`config.mk`:
```
export PLATFORM = sky130hd
export DESIGN_NAME = note_tone_generator
export DESIGN_NICKNAME = d
export VERILOG_FILES = /design/src/rtl/note_tone_generator.sv
export SDC_FILE = /design/constraint.sdc
export NUM_CORES = 1
export LEC_CHECK = 0
export ABC_CLOCK_PERIOD_IN_PS = 3300
export CAP_MARGIN = 15
export CORE_MARGIN = 2
export CORE_UTILIZATION = 53
export DETAILED_ROUTE_END_ITERATION = 10
export GPL_TIMING_DRIVEN = 0
export PLACE_DENSITY = 0.87
export SKIP_LAST_GASP = 1
export SYNTH_ARGS = -nofsm -noshare
export SYNTH_HDL_FRONTEND = slang
export SYNTH_SLANG_ARGS = --single-unit
export TNS_END_PERCENT = 30
```
`constraint.sdc`:
```
create_clock -name CLOCK_50 -period 3.3 [get_ports CLOCK_50]
set_input_delay 0.825 -clock CLOCK_50 [delete_from_list [all_inputs] [get_ports CLOCK_50]]
set_output_delay 0.825 -clock CLOCK_50 [all_outputs]
set_load 0.02 [all_outputs]
```
`src/rtl/note_tone_generator.sv`:
```
// Note tone generator: square-wave note with full-amplitude sustain followed
// by an eight-step exponential decay, streamed as one sample per codec write.
module note_tone_generator #(
  parameter logic [31:0] AMPLITUDE    = 32'h0100_0000,
  parameter int          PLAY_SAMPLES = 9600,
  parameter int          DECAY_STEP   = 600
) (
  input  logic        CLOCK_50,
  input  logic        reset,
  input  logic        note_valid,
  input  logic [2:0]  note_id,
  input  logic        audio_out_allowed,
  output logic        write_audio_out,
  output logic [31:0] left_channel_audio_out,
  output logic [31:0] right_channel_audio_out,
  output logic        busy
);

  // The duration counter serves both PLAY and DECAY, so size it for the larger.
  localparam int DUR_MAX = (PLAY_SAMPLES > DECAY_STEP) ? PLAY_SAMPLES : DECAY_STEP;
  localparam int DUR_W   = (DUR_MAX > 1) ? $clog2(DUR_MAX) : 1;
  localparam logic [DUR_W-1:0] PLAY_LAST  = DUR_W'(PLAY_SAMPLES - 1);
  localparam logic [DUR_W-1:0] DECAY_LAST = DUR_W'(DECAY_STEP - 1);

  typedef enum logic [1:0] {IDLE, PLAY, DECAY} state_t;

  state_t           state, state_next;
  logic [2:0]       note_q, note_next;
  logic [6:0]       half_cnt, half_next;
  logic [6:0]       half_last;
  logic [DUR_W-1:0] dur_cnt, dur_next;
  logic [2:0]       shift, shift_next;
  logic             phase, phase_next;
  logic signed [31:0] base;
  logic signed [31:0] sample;

  // Handshake: the controller takes one sample in every cycle where
  // write_audio_out is high; that is exactly audio_out_allowed outside reset,
  // so the codec is fed continuously, including silence in IDLE.
  assign write_audio_out = audio_out_allowed & ~reset;

  // Half-period (in samples, minus one) of the latched note at 48 kHz.
  always_comb begin
    half_last = 7'd91;
    case (note_q)
      3'd0: half_last = 7'd91;
      3'd1: half_last = 7'd81;
      3'd2: half_last = 7'd72;
      3'd3: half_last = 7'd68;
      3'd4: half_last = 7'd60;
      3'd5: half_last = 7'd54;
      3'd6: half_last = 7'd48;
      3'd7: half_last = 7'd45;
      default: half_last = 7'd91;
    endcase
  end

  // State register and counters; reset aborts any note immediately.
  always_ff @(posedge CLOCK_50 or posedge reset) begin
    if (reset) begin
      state    <= IDLE;
      note_q   <= 3'd0;
      half_cnt <= 7'd0;
      dur_cnt  <= '0;
      shift    <= 3'd0;
      phase    <= 1'b0;
    end else begin
      state    <= state_next;
      note_q   <= note_next;
      half_cnt <= half_next;
      dur_cnt  <= dur_next;
      shift    <= shift_next;
      phase    <= phase_next;
    end
  end

  // Next-state logic: a note request overrides everything; otherwise the
  // tone and duration counters advance only on cycles that write a sample.
  always_comb begin
    state_next = state;
    note_next  = note_q;
    half_next  = half_cnt;
    dur_next   = dur_cnt;
    shift_next = shift;
    phase_next = phase;
    if (note_valid) begin
      state_next = PLAY;
      note_next  = note_id;
      half_next  = 7'd0;
      dur_next   = '0;
      shift_next = 3'd0;
      phase_next = 1'b0;
    end else if (write_audio_out && (state != IDLE)) begin
      if (half_cnt == half_last) begin
        half_next  = 7'd0;
        phase_next = ~phase;
      end else begin
        half_next = half_cnt + 7'd1;
      end
      case (state)
        PLAY: begin
          if (dur_cnt == PLAY_LAST) begin
            state_next = DECAY;
            dur_next   = '0;
            shift_next = 3'd0;
          end else begin
            dur_next = dur_cnt + DUR_W'(1);
          end
        end
        DECAY: begin
          if (dur_cnt == DECAY_LAST) begin
            dur_next = '0;
            if (shift == 3'd7) begin
              // Note finished: park everything at its idle value.
              state_next = IDLE;
              shift_next = 3'd0;
              half_next  = 7'd0;
              phase_next = 1'b0;
            end else begin
              shift_next = shift + 3'd1;
            end
          end else begin
            dur_next = dur_cnt + DUR_W'(1);
          end
        end
        default: ;
      endcase
    end
  end

  // Sample value from registered state only; sign follows phase, decay
  // attenuates by arithmetic shift so the waveform stays symmetric.
  always_comb begin
    base   = phase ? $signed(32'd0 - AMPLITUDE) : $signed(AMPLITUDE);
    sample = 32'sd0;
    case (state)
      PLAY:    sample = base;
      DECAY:   sample = base >>> shift;
      default: sample = 32'sd0;
    endcase
  end

  assign left_channel_audio_out  = sample;
  assign right_channel_audio_out = sample;
  assign busy                    = (state != IDLE);

endmodule

```
==> results of run 1 <==
state kept, by name (all words and copies together), names as in the netlist:
name      count
shift         3
half_cnt      7
phase         1
state         2
dur_cnt      14
note_q        3
worst paths after layout:
check                           start                    endpoint  depth (start not counted)
setup / recovery             state[1]  left_channel_audio_out[31]                          7
hold / removal             dur_cnt[0]                  dur_cnt[0]                          1
setup reg to reg             state[0]                 dur_cnt[11]                          8
hold reg to reg            dur_cnt[0]                  dur_cnt[0]                          1
max in group asynchronous       reset                  dur_cnt[7]                          3
min in group asynchronous       reset                       phase                          2
cell type report:
| class | instances | area share (%) |
|---|---|---|
| clock buffers | 7 | 2.26 |
| multi-input cells | 247 | 45.7 |
| flip-flops and latches | 30 | 22.2 |
| repair buffers | 39 | 12.4 |
| well taps | 67 | 2.48 |
| plain buffers | 67 | 13.7 |
| inverters | 11 | 1.22 |
layout by cell type (no fill, tap or decap), types with 3 or more instances in the layout:
master,n
a21oi_1,11
and2_1,4
ha_1,11
buf_4,55
nor4b_1,3
nor4_1,7
nand3_1,10
or3_1,5
nand2_1,39
o311ai_1,6
o21ai_1,8
buf_2,3
nand2b_1,4
o211ai_1,4
clkbuf_8,5
nor2_1,20
nand4_1,4
dfrtp_1,30
and3_1,3
mux2i_1,5
clkbuf_1,9
clkdlybuf4s50_1,34
conb_1,34
xnor2_1,5
nand4b_1,3
dlymetal6s2s_1,4
inv_1,11
nor3_1,8
o21ai_0,9
nand3b_1,3
critical path, cell delays in order (launching register included):
cell	delay [ns]
dfrtp_1	0.40
inv_1	0.08
ha_2	0.23
or2_0	0.19
clkbuf_2	0.21
and3_4	0.30
buf_4	0.13
clkdlybuf4s50_1	0.60
where the power goes:
group / switching [mW] / total [mW] / leakage (nW) / internal [mW]
registers: 0.00930 / 0.385 / 0.406 / 0.376
logic: 0.103 / 0.173 / 1.16 / 0.0696
clock network: 0.140 / 0.285 / 0.0383 / 0.145
metal layers:
layer  global-route usage, %  up-vias  part of all wire, %
met5                       0        -                    0
met4                    12.1        0                  2.7
met3                    4.69       15                  5.2
met2                    39.0       79                   50
met1                    28.2     1170                   42
li1                        -     1209                    -
synthesized netlist by cell type, types with 3 or more instances:
library cell  number
nand3b_1           3
nor4b_1            3
nand2b_1           4
nand2_1           39
ha_1              12
nor4_1             7
o311ai_1           6
nand3_1           10
o21ai_1            8
mux2i_1            5
o211ai_1           4
nand4b_1           3
dfrtp_1           30
xnor2_1            5
clkbuf_1           8
and3_1             4
o21ai_0            9
nor3_1             8
nand4_1            4
or3_1              5
a21oi_1           11
buf_4             55
nor2_1            20
and2_1             4
inv_1             11
kinds of logic (layout without fill, tap and decap cells):
kind of cell,Yosys count,after routing
muxes,6,6
xor gates and xnor gates,7,7
DFF,30,30
adders and majority gates,12,12
and+or+nand+nor,130,130
buffers and inverters,78,124
AOI/OAI and AO/OA,58,58
other,1,34
metrics by stage:
stage / instance area (um^2) / hold slack, ns / power (mW) / util, %
global route: 3380 / 0.535 / 0.885 / 70.5
finish: 3380 / 0.511 / 0.843 / 70.5
CTS: 3360 / 0.513 / 0.845 / 70.3
detailed placement: 3280 / 0.504 / 0.564 / 68.5
floorplan: 2790 / 0.466 / 0.525 / -
global placement: 3250 / 0.489 / 0.555 / 67.9
==> impl_metrics.tcl, run 1 <==
set metrics [dict create \
    p_leak_nw 1.60 \
    synth_edf_count 0 \
    final.setup.tns_ns 0 \
    fin_crit_sh_pct 99.0 \
    clock_path_buffers 2 \
    insertion_delay_ns 0.30 \
    synthSimpleGateAreaFrac_pct 26.9 \
    portBuffers 38 \
    ctsHtreeMaxLevel 2 \
    finalSetupViolations 0 \
    cts_tree "yes" \
    synth_top_family_by_area "simple AND/OR/NAND/NOR gates" \
    seqCellArea_um2 751 \
    endpoint_kind "primary output" \
    vias_per_cell 5.28 \
    clock.fmax_ghz 0.306 \
    syn_area_mm2 0.00266 \
    ys_warn_count 0 \
    min_path_type "reg -> reg" \
    fillers 394 \
    num_antenna_cells 0 \
    yosysUniqueCellTypes 60 \
    path_clk_slew_ns 0.06 \
    hold_viol 0 \
    routedWlPerCell_um 13.3 \
    fin_cells 468 \
    ys_seq_area_share_pct 28.2 \
    rsz0062_at_grt "yes" \
    worstPathArrival_ns 2.44 \
    relSlewSlack_pct 52.7 \
    dp.cells 461 \
    grt_usage_pct 23.3 \
    p_per_area_mw_per_mm2 250 \
    antenna_found_initial 0 \
    synth-async-reset-ratio_pct 100 \
    numCtsBuffers 5 \
    drv_cap 0 \
    yosys.area.top_type "dfrtp_1" \
    io_pins 73 \
    ant_nets 0 \
    area_growth_pct 26.7 \
    reg2reg_slack_ns 0.92 \
    multiInputGateArea_mm2 0.00154 \
    drt_iter0_markers 151 \
    num_vias 2473 \
    nets 420 \
    grt_start_max_net_pins 17 \
    die_w_um 74.9 \
    critPathRequiredTime_ns 2.47 \
    grt-ovfl-total 0 \
    dp_slack_ns 0.0316 \
    fin_crit_ns 3.27 \
    drt-pass1-iter-count 5 \
    fin_ws_ns 0.0341 \
    synthTopCellsByArea "dfrtp_1 28%, buf_4 16%, ha_1 5.6%" \
    initial_utilization_pct 55.7 \
    ys_seq_elements 30 \
    drc 0 \
    cp_max_fo 14 \
    synth_flop_cell "dfrtp_1" \
    postCtsSetupBuffers 0 \
    synth_mux_area_share_pct 2.30 \
    layout-drive-gt1-share_pct 19.5 \
    coreArea_mm2 0.00479 \
    hpwl_um 4720 \
    clock_skew_ns 0.00733 \
    finalMaxSlewViolations 0 \
    row_count 25 \
    cts_resized 4 \
    clock_sinks 30 \
    wirelength_um 6230 \
    postSynthAreaPerCell_um2 8.27 \
    tightest_slew_ns 0.708 \
    worstSetupPathType "reg -> out" \
    synth_top_area_share_pct 28.2 \
    status "finished, final reports clean" \
    synth_compound_area_share_pct 15.7 \
    clock-root-buffer "clkbuf_8" \
    gp_congestion 0.888 \
    synth_xor_xnor_area_share_pct 2.30 \
    peakVddDrop_mv 0.300 \
    fp.dieArea_mm2 0.00561 \
    yosys.area_share.adder_pct 5.64 \
    dieHeight_um 74.9 \
    grt_pass1_wl_um 10100 \
    postCtsHoldBufs 0 \
    grt_pass1_vias 2344 \
    synthCells 322 \
    startpoint_type "flop" \
]
Note: power is estimated with default switching activity, not from simulation.
==> run 2, diff against run 1 <==
- ABC_CLOCK_PERIOD_IN_PS: 3300 -> 2800
- CORE_UTILIZATION: 53 -> 44
- PLACE_DENSITY: 0.87 -> 0.77
- clock period: 3.3 -> 2.8 ns (I/O delays scaled with it)
==> run 2 against run 1 <==
  * The flow now finishes with violations (negative setup slack)
  * Clock skew is 0.0044 ns lower
  * Setup slack worse by 0.15 ns
  * Utilization is 13 points lower
  * Via count is 1.4% lower
  * Final cell count is 1.7% higher
  * Non-clock buffer count stayed put
  * Combinational power is 18% higher
  * Cell area is 0.52% higher
  * Flip-flop and latch count stayed put
==> impl_metrics.tcl, run 2 (synthesized netlist as in run 1, its figures left out) <==
set metrics [dict create \
    status "finished with violations" \
    violations "negative setup slack" \
    fin_crit_ns 2.92 \
    tightest_slew_ns 0.725 \
    path_clk_slew_ns 0.06 \
    routedWlPerCell_um 13.3 \
    holdCritStartpoint "dur_cnt[1]" \
    p_per_area_mw_per_mm2 292 \
    fillers 557 \
    vias_per_cell 5.12 \
    wl_met2_um 3180 \
    fin_ws_ns -0.117 \
    drt-pass1-iter-count 4 \
    num_vias 2439 \
    hold_viol 0 \
    fin_cells 476 \
    relSlewSlack_pct 51.6 \
    rsz0062_at_grt "yes" \
    finalSetupViolations 9 \
    hold_path_end "dur_cnt[1]" \
    grt_usage_pct 19.2 \
    cts_tree "yes" \
    drc 0 \
    min_path_type "reg -> reg" \
    regToRegStartpoint "state[0]" \
    layout_commonest_cell "buf_4" \
    layout-drive-gt1-share_pct 19.7 \
    grt_pass1_vias 2290 \
    clock_path_buffers 2 \
    ant_nets 0 \
    clock.fmax_ghz 0.343 \
    rr_worst_depth 7 \
    fin_crit_sh_pct 104 \
    drv_cap 0 \
    clock_sinks 30 \
    row_count 28 \
    largest_register_ffs 14 \
    wl_met3_um 285 \
    cp_max_fo 10 \
    final_core_util_pct 57.7 \
    coreArea_mm2 0.00589 \
    nets 420 \
    holdPathStages 1 \
    gp_congestion 0.848 \
    regToRegEndpoint "dur_cnt[7]" \
    io_pins 73 \
    initial_utilization_pct 45.3 \
    grt-ovfl-total 0 \
    reg_top3 "dur_cnt: 14 flops, half_cnt: 7 flops" \
    numCtsBuffers 5 \
    insertion_delay_ns 0.28 \
    wirelength_um 6320 \
    regMostFlops "dur_cnt" \
    multiInputGateArea_mm2 0.00155 \
    drt_iter0_markers 83 \
    dp.cells 469 \
    grt_start_max_net_pins 17 \
    worstPathArrival_ns 2.22 \
    antenna_found_initial 0 \
    area_growth_pct 27.4 \
    peakVddDrop_mv 0.201 \
    startpoint_type "flop" \
    p_leak_nw 1.71 \
    critPathRequiredTime_ns 2.10 \
    finalMaxSlewViolations 0 \
    reg2reg_slack_ns 0.36 \
    fp.dieArea_mm2 0.00669 \
    topRoutingLayerUsed "met4" \
    wirelength_met1_um 2780 \
    seqCellArea_um2 751 \
    dieHeight_um 81.8 \
    clock_skew_ns 0.00291 \
    clock-root-buffer "clkbuf_8" \
    hpwl_um 4830 \
    endpoint_kind "primary output" \
    portBuffers 38 \
    num_antenna_cells 0 \
    final_cell_mix "56 x buf_4, 39 x nand2_1, 34 x conb_1, 30 x dfrtp_1, 22 x clkdlybuf4s50_1" \
    ctsHtreeMaxLevel 2 \
    die_w_um 81.8 \
    worstSetupPathType "reg -> out" \
    grt_pass1_wl_um 10200 \
]
-- run 2: changes by cell type in the layout (fill, tap and decap cells not counted), sizes merged --
cell,change
clkdlybuf4s50,-12
dlymetal6s2s,+4
dlygate4sd2,+8
-- run 2: worst max path at each step --
stage                  start                     endpoint  slack (ns)  cells past startpoint
floorplan           state[0]  right_channel_audio_out[22]        0.23                      6
global placement    state[1]   left_channel_audio_out[30]       -0.22                      7
detailed placement  state[1]  right_channel_audio_out[31]       -0.27                      7
CTS                 state[1]   left_channel_audio_out[29]       -0.21                      7
global route        state[0]  right_channel_audio_out[22]       -0.25                      7
finish              state[0]  right_channel_audio_out[22]       -0.12                      7
-- run 2: metrics by stage --
stage | instance area, um^2 | TNS, ns | hold WS, ns | power (mW) | setup WS [ns]
after floorplan | 2790 | 0 | 0.466 | 0.619 | 0.231
after global placement | 3260 | -3.14 | 0.493 | 0.655 | -0.217
after detailed placement | 3290 | -4.28 | 0.505 | 0.664 | -0.269
after CTS | 3370 | -1.96 | 0.519 | 0.997 | -0.210
after global routing | 3390 | -2.80 | 0.531 | 1.04 | -0.247
final | 3390 | -0.600 | 0.515 | 0.993 | -0.117
-- run 2: final cells by class --
type / instances / share of cell area (%)
multi-input cells: 247 / 45.6
flip-flops and latches: 30 / 22.1
plain buffers: 67 / 13.7
repair buffers: 39 / 12.3
well taps: 75 / 2.77
clock buffers: 7 / 2.25
inverters: 11 / 1.22
-- run 2: power by group --
part           total [mW]  internal [mW]  switching, mW  leakage, nW
Clock               0.335          0.171          0.164       0.0383
Combinational       0.204         0.0815          0.122         1.27
Sequential          0.454          0.443         0.0113        0.406
Total               0.993          0.695          0.297         1.71
-- run 2: timing repair --
item	CTS	global route
endpoints found under the setup margin	29	30
resized for setup	14	9
hold buffers	0	0
buffers inserted	0	0
-- run 2: worst max-delay path: stages, from the launching register on --
cell and delay (ns):
dfrtp_1 0.41, inv_1 0.09, ha_1 0.21, buf_4 0.20
nand2_1 0.11, nor3_2 0.19, buf_4 0.13, clkdlybuf4s50_1 0.59
-- run 2: per-layer routing --
layer  vias up  GRT usage [%]
met3         9           3.52
met2        61           32.5
met5         -              0
met4         0           6.83
met1      1158           24.5
li1       1211              -
